$ cat src/rtl/instr_encoder.sv
// instr_encoder: packs decoded RV32I fields plus an immediate into an instruction word,
// range-checking the immediate and tagging each word with an auto-incrementing byte address.
module instr_encoder #(
    parameter int                ADDR_W    = 32,
    parameter logic [ADDR_W-1:0] BASE_ADDR = '0,
    parameter int                DEPTH     = 1024
) (
    input  logic              clk,
    input  logic              rst,
    input  logic              in_valid,
    output logic              in_ready,
    input  logic [6:0]        opcode,
    input  logic [4:0]        rd,
    input  logic [4:0]        rs1,
    input  logic [4:0]        rs2,
    input  logic [2:0]        funct3,
    input  logic [6:0]        funct7,
    input  logic [31:0]       imm,
    input  logic              addr_clr,
    output logic              out_valid,
    input  logic              out_ready,
    output logic [31:0]       out_instr,
    output logic [ADDR_W-1:0] out_addr,
    output logic              err,
    output logic [15:0]       err_count
);
    localparam logic [ADDR_W-1:0] LAST_ADDR = BASE_ADDR + ADDR_W'(4 * (DEPTH - 1));

    logic              is_i, is_s, is_b, is_u, is_j, is_r;
    logic              fits12, fits13, fits21, legal;
    logic              accept, out_hs, bad;
    logic [31:0]       enc;
    logic              out_valid_q, out_valid_d, err_q;
    logic [31:0]       out_instr_q, out_instr_d;
    logic [ADDR_W-1:0] out_addr_q, out_addr_d, addr_q, addr_d;
    logic [15:0]       err_count_q, err_count_d;

    assign is_i = opcode inside {7'b0010011, 7'b0000011, 7'b1100111};
    assign is_s = opcode == 7'b0100011;
    assign is_b = opcode == 7'b1100011;
    assign is_u = opcode inside {7'b0110111, 7'b0010111};
    assign is_j = opcode == 7'b1101111;
    assign is_r = opcode == 7'b0110011;

    // An immediate fits N signed bits when every bit above N-1 matches the sign bit
    assign fits12 = &imm[31:11] | ~|imm[31:11];
    assign fits13 = &imm[31:12] | ~|imm[31:12];
    assign fits21 = &imm[31:20] | ~|imm[31:20];
    assign legal  = ((is_i | is_s) & fits12) | (is_b & fits13 & ~imm[0]) |
                    (is_u & ~|imm[11:0]) | (is_j & fits21 & ~imm[0]) | is_r;

    assign enc = is_i ? {imm[11:0], rs1, funct3, rd, opcode} :
                 is_s ? {imm[11:5], rs2, rs1, funct3, imm[4:0], opcode} :
                 is_b ? {imm[12], imm[10:5], rs2, rs1, funct3, imm[4:1], imm[11], opcode} :
                 is_u ? {imm[31:12], rd, opcode} :
                 is_j ? {imm[20], imm[10:1], imm[11], imm[19:12], rd, opcode} :
                        {funct7, rs2, rs1, funct3, rd, opcode};

    assign in_ready = !out_valid_q || out_ready;
    assign accept   = in_valid && in_ready;
    assign out_hs   = out_valid_q && out_ready;
    assign bad      = accept && !legal;

    // A word accepted alongside a handshake or clear takes the counter's next value
    always_comb begin
        addr_d      = addr_clr ? BASE_ADDR :
                      out_hs   ? (addr_q == LAST_ADDR ? BASE_ADDR : addr_q + ADDR_W'(4)) : addr_q;
        out_valid_d = accept ? legal : out_valid_q && !out_ready;
        out_instr_d = (accept && legal) ? enc : out_instr_q;
        out_addr_d  = (accept && legal) ? addr_d : out_addr_q;
        err_count_d = (bad && err_count_q != 16'hFFFF) ? err_count_q + 16'd1 : err_count_q;
    end

    always_ff @(posedge clk or posedge rst) begin
        if (rst) begin
            out_valid_q <= 1'b0;
            out_instr_q <= '0;
            out_addr_q  <= BASE_ADDR;
            addr_q      <= BASE_ADDR;
            err_q       <= 1'b0;
            err_count_q <= '0;
        end else begin
            out_valid_q <= out_valid_d;
            out_instr_q <= out_instr_d;
            out_addr_q  <= out_addr_d;
            addr_q      <= addr_d;
            err_q       <= bad;
            err_count_q <= err_count_d;
        end
    end

    assign out_valid = out_valid_q;
    assign out_instr = out_instr_q;
    assign out_addr  = out_addr_q;
    assign err       = err_q;
    assign err_count = err_count_q;
endmodule

$ cat config.mk
export PLATFORM = sky130hd
export DESIGN_NAME = instr_encoder
export DESIGN_NICKNAME = d
export VERILOG_FILES = /design/src/rtl/instr_encoder.sv
export SDC_FILE = /design/constraint.sdc
export NUM_CORES = 1
export LEC_CHECK = 0
export ABC_CLOCK_PERIOD_IN_PS = 5300
export CORE_MARGIN = 1.5
export CORE_UTILIZATION = 49
export DETAILED_ROUTE_END_ITERATION = 8
export PLACE_DENSITY = 0.81
export SYNTH_ARGS = -nofsm -noshare
export SYNTH_HDL_FRONTEND = slang
export SYNTH_SLANG_ARGS = --single-unit
$ cat constraint.sdc
create_clock -name clk -period 5.3 [get_ports clk]
set_input_delay 1.06 -clock clk [delete_from_list [all_inputs] [get_ports clk]]
set_output_delay 1.06 -clock clk [all_outputs]
set_load 0.02 [all_outputs]
# Word-level counts from Yosys, hierarchy flattened
# Index checks and enable logic that the tools add are counted.
# Widths: inputs -> output; s select.
totals:
  n_memories: 0
  reg_bits: 114
  input_bits: 69
  latchBits: 0
  ram_bits: 0
  mem_bits_ro: 0
  output_inout_bits: 83
  elab_cells: 66
classes:
  mul: 0
  n_mux: 9
  eq_ne: 11
  addsub: 2
  n_reduce_logical: 23
  magnitude_cmp: 0
  bitwise_logic: 15
  n_div: 0
  n_shift: 0
op_table:
  columns: ["cell", "n"]
  rows:
  - ["$mux 32", 8]
  - ["$add 32x3->32 const B", 1]
  - ["$eq 32x12->1 const B", 1]
  - ["$reduce_or 12->1", 2]
  - ["$eq 7x6->1 const B", 3]
  - ["$eq 7x7->1 const B", 3]
  - ["$reduce_and 21->1", 1]
  - ["$reduce_or 21->1", 1]
  - ["$reduce_and 20->1", 1]
  - ["$reduce_or 20->1", 1]
  - ["$add 16x1->16 const B", 1]
  - ["$ne 16x16->1 const B", 1]
  - ["$eq 7x5->1 const B", 2]
  - ["$reduce_and 12->1", 1]
  - ["$or 1x1->1", 8]
  - ["$eq 7x2->1 const B", 1]
  - ["$logic_not 1->1", 7]
  - ["$and 1x1->1", 6]
  - ["$logic_and 1x1->1", 6]
  - ["$reduce_bool 3->1", 1]
  - ["$reduce_bool 2->1", 1]
  - ["$logic_or 1x1->1", 1]
  - ["$mux 1", 1]
  - ["$not 1->1", 1]

# Depth between registers and ports, before layout
logic_depth:
  ltp_word: 12
  mapped_depth: 10

# Worst setup path after synthesis
# OpenSTA, ideal clock, no wires.
synth_timing:
  kind: "input to register"
  from: "in imm[31]"
  to: "reg out_addr_q[0], in the netlist out_addr[0]"
  setup_time_ns: 0.125
  t_arrival_ns: 2.613
  stages: 8
  path_slack_ns: 2.562
  path_buffers: 2
  cell_sequence: "nand4_1 -> or3_4 -> a211o_1 -> o221ai_2 -> o21ai_2 -> buf_6 -> buf_6 -> mux2_4"
synth_via:
  elab_chain_len: 10
  word_cells_on_any_way: 22
  cone_classes: "bitwise: 12; reduce/logical: 10"
synth_lines:
  columns: ["element", "line", "rtl"]
  rows:
  - ["from (decl)", "18", "input logic [31:0] imm,"]
  - ["$reduce_or 20->1", "47", "assign fits13 = &imm[31:12] | ~|imm[31:12];"]
  - ["$logic_not 1->1", "47", null]
  - ["$or 1x1->1", "47", null]
  - ["$and 1x1->1 (2 in a row)", "49", "assign legal = ((is_i | is_s) & fits12) | (is_b & fits13 & ~imm[0]) |"]
  - ["$or 1x1->1 (2 in a row)", "49", null]
  - ["$or 1x1->1 * (2 in a row)", "50", "(is_u & ~|imm[11:0]) | (is_j & fits21 & ~imm[0]) | is_r;"]
  - ["$logic_and 1x1->1 *", "70", "out_addr_d = (accept && legal) ? addr_d : out_addr_q;"]
  - ["to (signal assigned)", "85", "out_addr_q <= out_addr_d;"]
  - ["to (decl)", "35", "logic [ADDR_W-1:0] out_addr_q, out_addr_d, addr_q, addr_d;"]
# Every way passes the cells marked *; elsewhere a longest branch is shown, timed or not.
# A chain may end at the register's enable or synchronous reset.

# Worst setup path in the final report
layout_timing:
  from: "in out_ready"
  to: "out in_ready"
layout_via:
  elab_chain_len: 1
layout_lines:
  columns: ["element", "line", "rtl"]
  rows:
  - ["from (decl)", "21", "input logic out_ready,"]
  - ["$logic_or 1x1->1", "59", "assign in_ready = !out_valid_q || out_ready;"]
  - ["to (decl)", "11", "output logic in_ready,"]
# Every way passes these cells.

==> metrics.txt <==
crit path launch type primary input; Root Driver clkbuf_16; Crit path largest cell delay 0.64 ns; Buf/Inv on CP 2; Leak 3.47 nW; cell family with most CP delay buffers and inverters; Total Power 2.43 mW; Die H 110 um; Layout Utilization 70.7%; Synth Register Bits 114; area grow syn2layout 39.1%; setup TNS 0 ns; Post-Route Skew 0.0101 ns; Setup Viol. Count Final 0; final wirelength 14800 um; synthesized area per cell roughly 11 sq um; antenna violations before repair 0; vias in the first global route 4707; Reg clk slew, reported paths 0.05 ns; power density cells between 300 and 400 nW/um^2; min-delay worst type register to register; RSZ-0062 raised after global routing no; worst-case hold slack ~0.47 ns; number of vias per cell between 5 and 6; vias 4705; DRT iter0 DRCs ~280; Slew Limit Headroom between 30% and 40%; post-route ant nets 0; PortBufs around 150; gr usage total 26.2%; Max clock buf depth 2; routability congestion estimate 0.915; PostCTS Resize Cnt 0; Post-synth EDFFs 0; final net count 732; clock sink total 114; crit-path most repeated cell clkdlybuf4s50_1; IO Pins 152; Mapped Cells about 510; pre-CTS WS between 1.5 and 2 ns; Critical Path RT 4.24 ns; sequential-to-total area share from yosys stat 51.3%; post-synthesis async set-or-reset flop share 100%; Worst Setup Slack, final 1.72 ns; H-tree levels 4; post-CTS setup buffer count 0; core area 10900 sq um; Initial Util between 50% and 60%; f_max 0.280 GHz; WL/cell 18.2 um; main flop type after synthesis dfrtp_1; Worst-Skew Late Latency slightly above 0.4 ns; Crit Path Category primary input to primary output; MaxCap Viol Count 0; HPWL after DPL between 10000 and 15000 um; Final period util 67.5%; final hold violation count 0; slowest library cell on the worst path clkdlybuf4s50_1; diode count 0; grt total ovfl 0; Synth Net Count just under 600; Synth Cell Area 5560 sq um; Critical Path, Cell by Cell clkdlybuf4s50_1, nand2b_1, clkdlybuf4s50_1; Peak VDD IR 0.000244 V; cts hold-fix bufs 0; Min Clock Period, post-route approximately 3.6 ns; total CTS buffers 17; share of cells above drive strength 1 about an eighth; Yosys cell types 48; Crit. End Element primary output; worst-margin pin slew 1.03 ns; first-pass GRT wire length 23800 um; DRC 0; status completed; Die Area about 12000 sq um; row cnt 38; yosys warns 0; crit path DAT 2.52 ns; fin. max-slew vios 0; TritonCTS clock tree yes; Die W 110 um; largest net degree at the start of global routing 84; Crit Path Max Fanout 6; DR pass1 iterations 5
-- per-layer routing --
metal	track usage (%)	vias to the layer above	routed length, um
li1	-	2123	-
met1	32.1	2329	5910
met2	42.4	213	7330
met3	8.48	40	1140
met4	11.5	0	400
met5	0	-	0
-- flip-flops by register name (all words and copies together), names as in the netlist --
signal,cells
err,1
addr_q,32
out_valid,1
out_instr,32
out_addr,32
err_count,16
-- final timing paths --
kind                       slack (ns)                        to                     start  cells after the start
max                              1.72                  in_ready                 out_ready                      3
min                              0.47  out_instr[0]$_DFFE_PP0P_  out_instr[0]$_DFFE_PP0P_                      1
max reg2reg                      2.51  out_addr[16]$_DFFE_PP0P_       addr_q[3]$_DFF_PP0_                      7
min reg2reg                      0.47  out_instr[0]$_DFFE_PP0P_  out_instr[0]$_DFFE_PP0P_                      1
max in group asynchronous        3.01      addr_q[21]$_DFF_PP0_                       rst                      3
min in group asynchronous        1.27      addr_q[28]$_DFF_PP0_                       rst                      2
-- final cells by class --
cell class                 count  area, sq um
fill                         834         3200
sequential                   114         2850
multi-input combinational    367         2560
timing repair buffer         154         1530
clock buffer                  18          429
tap                          140          175
clock inverter                14          155
inverter                       7         28.8
-- cell usage after synthesis (all sizes together), types with 2 or more instances --
library cell | number | area share, %
dfrtp | 114 | 51
nand2 | 57 | 3.8
o21ai | 41 | 3.8
nor2 | 38 | 2.6
mux2 | 37 | 9.7
nand3 | 27 | 2.4
xor2 | 24 | 3.8
nand4 | 20 | 2.5
mux2i | 18 | 3.2
nor4 | 16 | 2.0
xnor2 | 16 | 2.5
buf | 13 | 1.9
and3 | 12 | 1.3
a21oi | 9 | 0.81
and2 | 7 | 0.79
and4 | 7 | 1.1
clkbuf | 7 | 0.47
inv | 7 | 0.47
o22ai | 6 | 0.67
nor3 | 4 | 0.56
nand2b | 3 | 0.34
or3 | 3 | 0.43
a21o | 2 | 0.27
a22o | 2 | 0.31
ha | 2 | 0.45
nand3b | 2 | 0.27
nor2b | 2 | 0.22
o221ai | 2 | 0.43
-- worst reg2reg max path: stages, from the launching register on --
cell     delay [ns]
dfrtp_1        0.39
ha_1           0.22
nand4_1        0.21
nor2_1         0.38
and2_1         0.23
a21o_1         0.73
nor2_1         0.19
mux2_4         0.31
-- cell families (layout without fill, tap and decap cells) --
kind of cell | after synthesis | in the layout | share of synthesized area (%)
buffers and inverters | 27 | 193 | 2.81
xor gates and xnor gates | 40 | 40 | 6.30
muxes | 55 | 55 | 13.0
AOI/OAI and AO/OA | 67 | 67 | 6.97
and+or+nand+nor | 203 | 203 | 19.2
adders and majority gates | 2 | 2 | 0.450
DFF | 114 | 114 | 51.3
-- where the power goes --
group,switching (mW),internal (mW)
Sequential,0.0490,0.918
Combinational,0.165,0.171
Clock,0.429,0.697
-- through the flow --
step | cells | area (sq um)
floorplan | 508 | 5560
global placement | 782 | 7150
detailed placement | 782 | 7150
CTS | 814 | 7740
global route | 814 | 7740
finish | 814 | 7740
-- layout by cell type (no fill, tap or decap), types with 2 or more instances in the layout --
master	count
clkdlybuf4s50_1	151
inv_1	6
clkbuf_16	17
clkinv_4	5
nor4_1	14
and2_1	7
nand4_1	19
or3_1	2
and3_1	12
and4_1	7
mux2_4	33
xor2_1	24
mux2i_1	18
nor2b_1	2
nand3b_1	2
ha_1	2
mux2_2	4
nand2_1	57
bufinv_16	2
o21ai_0	39
nand2b_1	3
inv_6	3
a21oi_1	9
a22o_1	2
o22ai_1	6
nor3_1	3
a21o_1	2
clkinvlp_4	2
nor2_1	38
clkinv_2	2
nand3_1	27
nor4_2	2
dfrtp_1	114
buf_4	3
xnor2_1	16
Note: power is estimated with default switching activity, not from simulation.
